--- src/rtl/alu_instr_seq.sv ---
// Program sequencer feeding the 4-bit alu: fetches {opcode,in1,in2} words and streams tagged results.
// Optional build macro ALU_SEQ_LOOP_EN makes the program repeat until abort instead of a single pass.
module alu_instr_seq #(
   parameter int unsigned DEPTH = 16,
   parameter int unsigned AW    = 4
) (
   input  logic          clk,
   input  logic          rst_n,
   input  logic          load_en,
   input  logic [AW-1:0] load_addr,
   input  logic [11:0]   load_data,
   input  logic [AW-1:0] last_addr,
   input  logic          start,
   input  logic          abort,
   output logic [3:0]    opcode,
   output logic [3:0]    in1,
   output logic [3:0]    in2,
   input  logic [3:0]    alu_result,
   output logic          res_valid,
   output logic [3:0]    res_data,
   output logic [AW-1:0] res_idx,
   output logic          busy,
   output logic          done
);

   localparam int unsigned IW = 12;
   localparam int unsigned DW = 4;

   typedef enum logic [1:0] {
      S_IDLE,
      S_FETCH,
      S_EXEC,
      S_DONE
   } state_t;

   logic [IW-1:0] mem [DEPTH];
   logic [IW-1:0] fetch_word_c;

   state_t        state_q, state_d;
   logic [AW-1:0] pc_q, pc_d;
   logic [AW-1:0] last_q, last_d;
   logic [DW-1:0] opcode_q, opcode_d;
   logic [DW-1:0] in1_q, in1_d;
   logic [DW-1:0] in2_q, in2_d;
   logic [DW-1:0] res_data_q, res_data_d;
   logic [AW-1:0] res_idx_q, res_idx_d;
   logic          res_valid_q, res_valid_d;
   logic          busy_q, busy_d;
   logic          done_q, done_d;

   // Program store: not reset, writable only while idle.
   always_ff @(posedge clk) begin
      if (state_q == S_IDLE && load_en) begin
         mem[load_addr] <= load_data;
      end
   end

   assign fetch_word_c = mem[pc_q];

   always_comb begin
      state_d     = state_q;
      pc_d        = pc_q;
      last_d      = last_q;
      opcode_d    = opcode_q;
      in1_d       = in1_q;
      in2_d       = in2_q;
      res_data_d  = res_data_q;
      res_idx_d   = res_idx_q;
      res_valid_d = 1'b0;
      done_d      = 1'b0;

      // Abort overrides every other action of an active run.
      if (abort && state_q != S_IDLE) begin
         state_d = S_IDLE;
      end else begin
         case (state_q)
            S_IDLE: begin
               if (start) begin
                  pc_d    = '0;
                  last_d  = last_addr;
                  state_d = S_FETCH;
               end
            end
            S_FETCH: begin
               opcode_d = fetch_word_c[11:8];
               in1_d    = fetch_word_c[7:4];
               in2_d    = fetch_word_c[3:0];
               state_d  = S_EXEC;
            end
            S_EXEC: begin
               res_data_d  = alu_result;
               res_idx_d   = pc_q;
               res_valid_d = 1'b1;
               if (pc_q == last_q) begin
`ifdef ALU_SEQ_LOOP_EN
                  pc_d    = '0;
                  done_d  = 1'b1;
                  state_d = S_FETCH;
`else
                  state_d = S_DONE;
`endif
               end else begin
                  pc_d    = pc_q + AW'(1);
                  state_d = S_FETCH;
               end
            end
            S_DONE: begin
               done_d  = 1'b1;
               state_d = S_IDLE;
            end
            default: begin
               state_d = S_IDLE;
            end
         endcase
      end

      busy_d = (state_d == S_FETCH) || (state_d == S_EXEC);
   end

   always_ff @(posedge clk or negedge rst_n) begin
      if (!rst_n) begin
         state_q     <= S_IDLE;
         pc_q        <= '0;
         last_q      <= '0;
         opcode_q    <= '0;
         in1_q       <= '0;
         in2_q       <= '0;
         res_data_q  <= '0;
         res_idx_q   <= '0;
         res_valid_q <= 1'b0;
         busy_q      <= 1'b0;
         done_q      <= 1'b0;
      end else begin
         state_q     <= state_d;
         pc_q        <= pc_d;
         last_q      <= last_d;
         opcode_q    <= opcode_d;
         in1_q       <= in1_d;
         in2_q       <= in2_d;
         res_data_q  <= res_data_d;
         res_idx_q   <= res_idx_d;
         res_valid_q <= res_valid_d;
         busy_q      <= busy_d;
         done_q      <= done_d;
      end
   end

   assign opcode    = opcode_q;
   assign in1       = in1_q;
   assign in2       = in2_q;
   assign res_data  = res_data_q;
   assign res_idx   = res_idx_q;
   assign res_valid = res_valid_q;
   assign busy      = busy_q;
   assign done      = done_q;

endmodule

--- config.mk ---
export PLATFORM = sky130hd
export DESIGN_NAME = alu_instr_seq
export DESIGN_NICKNAME = d
export VERILOG_FILES = /design/src/rtl/alu_instr_seq.sv
export SDC_FILE = /design/constraint.sdc
export NUM_CORES = 1
export LEC_CHECK = 0
export BUFFER_PORTS_ARGS = -buffer_cell sky130_fd_sc_hd__buf_2
export CAP_MARGIN = 5
export CORE_MARGIN = 10
export CORE_UTILIZATION = 45
export CTS_BUF_LIST = sky130_fd_sc_hd__clkbuf_16
export DETAILED_ROUTE_END_ITERATION = 10
export SYNTH_ARGS = -nofsm -noshare
export SYNTH_HDL_FRONTEND = slang
export SYNTH_SLANG_ARGS = --single-unit
--- constraint.sdc ---
create_clock -name clk -period 3.57 [get_ports clk]
set_input_delay 0.714 -clock clk [delete_from_list [all_inputs] [get_ports clk]]
set_output_delay 0.714 -clock clk [all_outputs]
set_load 0.01 [all_outputs]
* Yosys cells after proc, flatten, opt, wreduce, memory -nomap -nowiden
Memories as Yosys holds them, arrays and structs flattened. A register that Yosys moved wholly into a read port is not among the register bits.
Index checks and enable logic that the tools add are counted.
** Storage, ports and cells
- Logic and storage cells :: 43
- Register bits after elaboration :: 21
- Bits in writable memories :: 192
- Memories kept :: 1
- Output and inout port bits :: 23
- Input port bits :: 29
** Memories
- mem :: depth 16, width 12, read ports 1, clocked after memory_dff 1, wr ports 1, line 36 : logic [IW-1:0] mem [DEPTH];
** Cells by class
- Bitwise gates (word level) :: 1
- Equal/unequal tests :: 8
- Add/sub/neg operators :: 1
- Multiplexer cells :: 13
- Reduce and logical (&&, ||, !) cells :: 11
** Operator list (number)
- $mux W4 :: 2
- $pmux W2 S4 :: 1
- $pmux W4 S2 :: 1
- $eq A2 B2 Y1 const B :: 3
- $mux W1 :: 6
- $mux W2 :: 3
- $add A4 B1 Y4 const B :: 1
- $eq A2 B1 Y1 const B :: 2
- $eq A4 B4 Y1 :: 1
- $ne A2 B2 Y1 const B :: 2
- $reduce_and A2 Y1 :: 2
- $reduce_and A4 Y1 :: 1
- $reduce_bool A2 Y1 :: 2
- $reduce_and A3 Y1 :: 1
- $logic_and A1 B1 Y1 :: 2
- $logic_not A2 Y1 :: 1
- $logic_not A1 Y1 :: 1
- $logic_or A1 B1 Y1 :: 1
- $not A1 Y1 :: 1

* Depth between registers and ports, before layout
Gate-level depths: netlist of the first run.
- Word-level depth :: 6
- Gate-level depth with buffers :: 7
- Mapped depth without buffers :: 5

* Worst setup path before layout of the first run
No wires, ideal clock.
- Path type :: input -> register
- From :: input load_en
- To :: memory mem[0][0], enable pin
- Setup time :: 0.396 ns
- Arrival :: 2.320 ns
- Cell stages on the path :: 3
- Path slack :: 0.854 ns
- Required time :: 3.174 ns
- Path buffers :: 0
- Path through :: or3b_1 > or3_1 > nor3_1
** On the way
- Cells in the longest elaborated chain, start to end :: 3
** RTL lines
- from (decl) :: line 9 : input logic load_en,
- $logic_and A1 B1 Y1 :: line 53 : if (state_q == S_IDLE && load_en) begin
- $mux W1 :: line 53
- $mux W1 (implied by the code) :: line 54 : mem[load_addr] <= load_data;
- to (decl) :: line 36
No other way between the ends.

==> results.ini, run 1 <==
[floorplan]
die_w_um = 160
dieArea_mm2 = 0.0255
rows = 51
core_mm2 = 0.0193
die_h_um = 160
pin_count = 52
initial_core_util = 0.454

[timing]
worst_pin_slew_ps = 924
setup_viol = 0
setup_tns_ps = 0
fin_skew_ps = 27.6
slew_headroom = 0.384
period_needed_ps = 2340
fin_ws_ps = 1230
rsz0062_at_grt = no
hold_viol = 0
worst_hold_slack_ps = 294
drv_slew = 0
period_share = 0.655
fmax_ghz = 0.428

[drt]
vias_per_cell = 5.43
dr.pass1.iters = 4
vias = 4296
met2WireLength_um = 9210
wl_per_cell_um = 23.4
met1_length_um = 8150
ant_nets = 0
route.met3.wl_um = 738
top_layer_used = met4
drc = 0
initialDrtViolationCount = 341
routed_wl_um = 18500

[setup_path]
endpoint_kind = register
r2r-start = pc_q[0]
cp-endpoint = in2[3]
r2r_cells = 5
crit_arrival_ps = 2700
cp_max_fo = 25
startpoint = pc_q[0]
r2r_slack_ps = 1230
crit_type = register to register
cp-start-kind = register
r2r-end = in2[3]
cp_data_required_time_ps = 3930

[synthesis]
synth_ff_type = edfxtp_1
synth.top_cell.area_share = 0.657
netlist_area_mm2 = 0.00878
ys_seq_elements = 225
synthTopCellsByArea = edfxtp_1, mux4_2, dfrtp_1, mux2_2, mux2i_1
async_reset_ff_frac = 0.147
syn-num-nets = 464
synth_common_cells = edfxtp_1, mux4_2, dfrtp_1
ys.warnings.count = 0
synth_cells = 434
synth_seq_area_share = 0.751
synth_edf_count = 192
synth.most_common_cell = edfxtp_1
yosysUniqueCellTypes = 41
syn_area_per_cell_um2 = 20.2
synth_top_cell_by_area = edfxtp_1

[placement]
place_congestion = 0.740
post_dp_cell_area_mm2 = 0.00942
dp_slack_ps = 1170
dp_cells = 749
hpwlAfterDp_um = 11300
numPortBuffers = 51

[clocking]
hold_buffers = 0
cts_tree = yes
insertion_delay_ps = 510
clkSinkCount = 225
clock_path_buffers = 3
post_cts_buffers = 0
cts_resized = 0
cts_inserted_buffers = 23
cts_root_buf = clkbuf_16
htreeDepth = 1
clkTransAtPathRegs_ps = 60

[final_layout]
instances_no_fill = 791
drive_gt1_frac = 0.338
final_net_count = 539
utilization = 0.524
syn2layout_area_growth_pct = 15.3
antenna_cells = 0
seqCellArea_mm2 = 0.00660
multi_input_area_mm2 = 0.00205
fillers = 1545
fin_area_mm2 = 0.0101

[run]
cap_viol_max_count = 0

[status]
outcome = finished, final reports clean

[global_route]
grt_pass1_vias = 4603
gr-total-overflow = 0
antenna_found_initial = 0
grt_max_degree = 36
grt_pass1_wl_um = 28700
grt_use_total = 0.145

[pwr]
p_leak_nw = 3.43
powerDensity_mw_per_mm2 = 596
ir_worst_vdd_mv = 0.416
total_power_mw = 6.03

[hold_path]
hold_class = input port to async pin

how the worst min path moves through the flow:
stage	cells after the start	slack [ps]	endpoint
2_1_floorplan	0	420	busy
3_3_place_gp	2	460	res_idx[1]
5_1_grt	1	340	opcode[2]
4_1_cts	1	300	in1[3]
3_5_place_dp	2	490	res_idx[1]
6_report	1	290	opcode[2]
power breakdown:
part / leakage (nW) / switching [mW] / total [mW] / internal (mW)
combinational: 0.916 / 0.323 / 0.663 / 0.340
sequential: 2.15 / 0.129 / 3.12 / 2.99
clock: 0.365 / 0.939 / 2.25 / 1.31
total: 3.43 / 1.39 / 6.03 / 4.64
placed cells by master, fill, tap and decap left out, types with 2 or more instances in the layout:
cell,instances
edfxtp_1,192
buf_2,51
mux4_2,45
dfrtp_1,31
mux2_2,23
clkbuf_16,23
nor2_1,21
buf_4,20
mux2i_1,16
o21ai_1,12
a22oi_1,11
clkinv_1,9
nand2_1,8
inv_1,7
nand2b_1,5
xnor2_1,4
o21ai_0,4
nor2b_1,4
nor3_2,4
a21oi_1,4
nand4_1,2
or3b_1,2
mux2_1,2
nor3_1,2
clkinv_2,2
bufinv_16,2
cell families (layout without fill, tap and decap cells):
group	Yosys count	after routing	synth area share
DFF	225	225	0.751
muxes	86	86	0.166
and+or+nand+nor	55	55	0.0318
AOI/OAI and AO/OA	38	38	0.0284
buffers and inverters	25	117	0.0181
xor gates and xnor gates	4	4	0.00399
adders and majority gates	1	1	0.00142
worst max-delay path, stage by stage (launching register included):
cell,delay [ps]
dfrtp_4,730
buf_12,270
buf_4,320
mux4_2,530
mux2i_1,220
o21ai_1,90
final cells by class:
cell class	instances	area share
flip-flops and latches	225	0.652
multi-input cells	184	0.203
clock buffers	23	0.0569
repair buffers	72	0.0420
well taps	265	0.0328
clock inverters	19	0.0130
inverters	3	0.00111
layer usage:
metal,global-route usage,up-vias
met5,0,-
met4,0.0354,0
met3,0.0298,37
met2,0.244,89
met1,0.189,2258
li1,-,1912
sequential cells by signal, summed over array words and instances, names as in the netlist:
register and count:
last_q 4, in1 4, pc_q 4, mem 192, res_idx 4, res_data 4
res_valid 1, busy 1, opcode 4, done 1, in2 4, state_q 2
Power figures use the tool's default switching activity.
==> run 2: changes to the inputs <==
clock period = 2.3 ns   (was 3.57 ns; I/O delays follow)
==> results.ini, run 2 (same netlist as run 1, synthesis figures left out) <==
[status]
outcome = finished, final reports clean

[setup_path]
cp_data_required_time_ps = 2500  ; -1430 ps
cp-start-kind = register
cp_max_fo = 10  ; -60%
endpoint_kind = register
slowest_delay_ps = 470  ; -260 ps
crit_arrival_ps = 2240  ; -460 ps
crit_type = register to register
crit_slowest_cell = dfrtp_1
worstPathCellList = or3b_1, or3_1, nor2_1, buf_4

[run]
cap_viol_max_count = 0  ; unchanged

[final_layout]
syn2layout_area_growth_pct = 18.1
largest_reg_flops = 192  ; unchanged
fin_area_mm2 = 0.0104  ; +2.4%
final_common_cell = edfxtp_1
drive_gt1_frac = 0.376  ; +0.0375
final_net_count = 561  ; +4.1%
final_cell_mix = edfxtp_1, buf_2, mux4_2
antenna_cells = 0  ; unchanged
utilization = 0.536  ; +0.0127
top_register = mem

[timing]
fmax_ghz = 0.492  ; +15%
period_needed_ps = 2030  ; -305 ps
worst_hold_slack_ps = 190  ; -104 ps
slew_headroom = 0.612  ; +0.228
fin_skew_ps = 18.5  ; -9.07 ps
period_share = 0.884  ; +0.229
drv_slew = 0  ; unchanged
hold_viol = 0  ; unchanged
setup_tns_ps = 0  ; unchanged
setup_viol = 0  ; unchanged
rsz0062_at_grt = no
worst_pin_slew_ps = 579  ; -344 ps

[clocking]
cts_inserted_buffers = 23  ; unchanged
cts_resized = 0  ; unchanged
clkSinkCount = 225  ; unchanged
cts_tree = yes
insertion_delay_ps = 510  ; about the same
clkTransAtPathRegs_ps = 60  ; about the same
cts_root_buf = clkbuf_16
clock_path_buffers = 3  ; unchanged
htreeDepth = 1  ; unchanged

[floorplan]
rows = 51  ; unchanged
pin_count = 52  ; unchanged
core_mm2 = 0.0193  ; unchanged
dieArea_mm2 = 0.0255  ; unchanged
die_w_um = 160  ; unchanged
die_h_um = 160  ; unchanged
initial_core_util = 0.454  ; unchanged

[drt]
drc = 0  ; unchanged
wl_per_cell_um = 22.9  ; -2.0%
vias = 4407  ; +2.6%
dr.pass1.iters = 4  ; unchanged
ant_nets = 0  ; unchanged
initialDrtViolationCount = 415  ; +22%
vias_per_cell = 5.42  ; -0.19%
routed_wl_um = 18600  ; +0.68%

[pwr]
powerDensity_mw_per_mm2 = 925  ; +55%
p_leak_nw = 3.55  ; +3.6%
ir_worst_vdd_mv = 0.595  ; +43%

[global_route]
grt_pass1_vias = 4695  ; +2.0%
grt_max_degree = 50  ; +39%
grt_pass1_wl_um = 29500  ; +2.6%
gr-total-overflow = 0  ; unchanged
grt_use_total = 0.149  ; +0.00375
antenna_found_initial = 1  ; +1

[placement]
place_congestion = 0.798  ; +7.8%
post_dp_cell_area_mm2 = 0.00961  ; +2.1%
numPortBuffers = 51  ; unchanged
hpwlAfterDp_um = 12400  ; +9.7%

[hold_path]
hold_class = input port to register

[run 2: cell count changes in the layout (fill, tap and decap cells not counted), moves of 2 or more]
cell / previous run / this run
buf_4: 20 / 38
inv_1: 7 / 2
clkinv_2: 2 / 6
buf_12: 1 / 4
clkinv_1: 9 / 7
[run 2: where the power goes]
part	total, mW	switching (mW)	internal [mW]
Combinational	1.13	0.564	0.562
Sequential	4.79	0.144	4.64
Clock	3.67	1.51	2.16
Total	9.59	2.22	7.37
[run 2: area by class of cell]
| cell class | instances | area, um^2 |
|---|---|---|
| flip-flops and latches | 225 | 6600 |
| clock inverters | 19 | 171 |
| inverters | 3 | 11.3 |
| repair buffers | 94 | 631 |
| multi-input cells | 184 | 2050 |
| fillers | 1539 | 8970 |
| clock buffers | 23 | 576 |
| well taps | 265 | 332 |
[run 2: critical path, delay by kind of cell (launching register included)]
kind                   cells  cell delay, ps
AND/OR/NAND/NOR            3            1040
flip-flops                 1             470
buffers and inverters      1             210
[run 2: what timing repair did]
item	4_1_cts	5_1_grt
endpoints found under the hold margin	18	0
hold buffers	1	0
setup buffers	0	0
endpoints found under the setup margin	0	0
[run 2: stage by stage]
| step | power, mW | setup WS (ps) | cells |
|---|---|---|---|
| final | 9.59 | 266 | 813 |
| after global routing | 9.97 | 145 | 813 |
| after CTS | 9.69 | 254 | 813 |
| after detailed placement | 6.02 | 250 | 770 |
| after global placement | 6.00 | 267 | 770 |
| after floorplan | 5.56 | 114 | 434 |
[run 2: worst paths after layout]
check,startpoint,end,slack (ps),depth (start not counted)
min in group asynchronous,rst_n,in2[0],460,2
worst max-delay path,state_q[1],mem[12][11],270,4
worst max register to register,state_q[1],mem[12][11],270,4
max in group asynchronous,rst_n,opcode[1],1210,3
worst min register to register,res_idx[1],res_idx[1],480,2
worst min-delay path,last_addr[0],last_q[0],190,2
[run 2: per-layer routing]
| metal | part of all wire | vias to the layer above | global-route usage | routed length (um) |
|---|---|---|---|---|
| li1 | - | 1946 | - | - |
| met1 | 0.44 | 2293 | 0.205 | 8250 |
| met2 | 0.49 | 136 | 0.239 | 9040 |
| met3 | 0.050 | 32 | 0.0270 | 933 |
| met4 | 0.021 | 0 | 0.0421 | 394 |
| met5 | 0 | - | 0 | 0 |
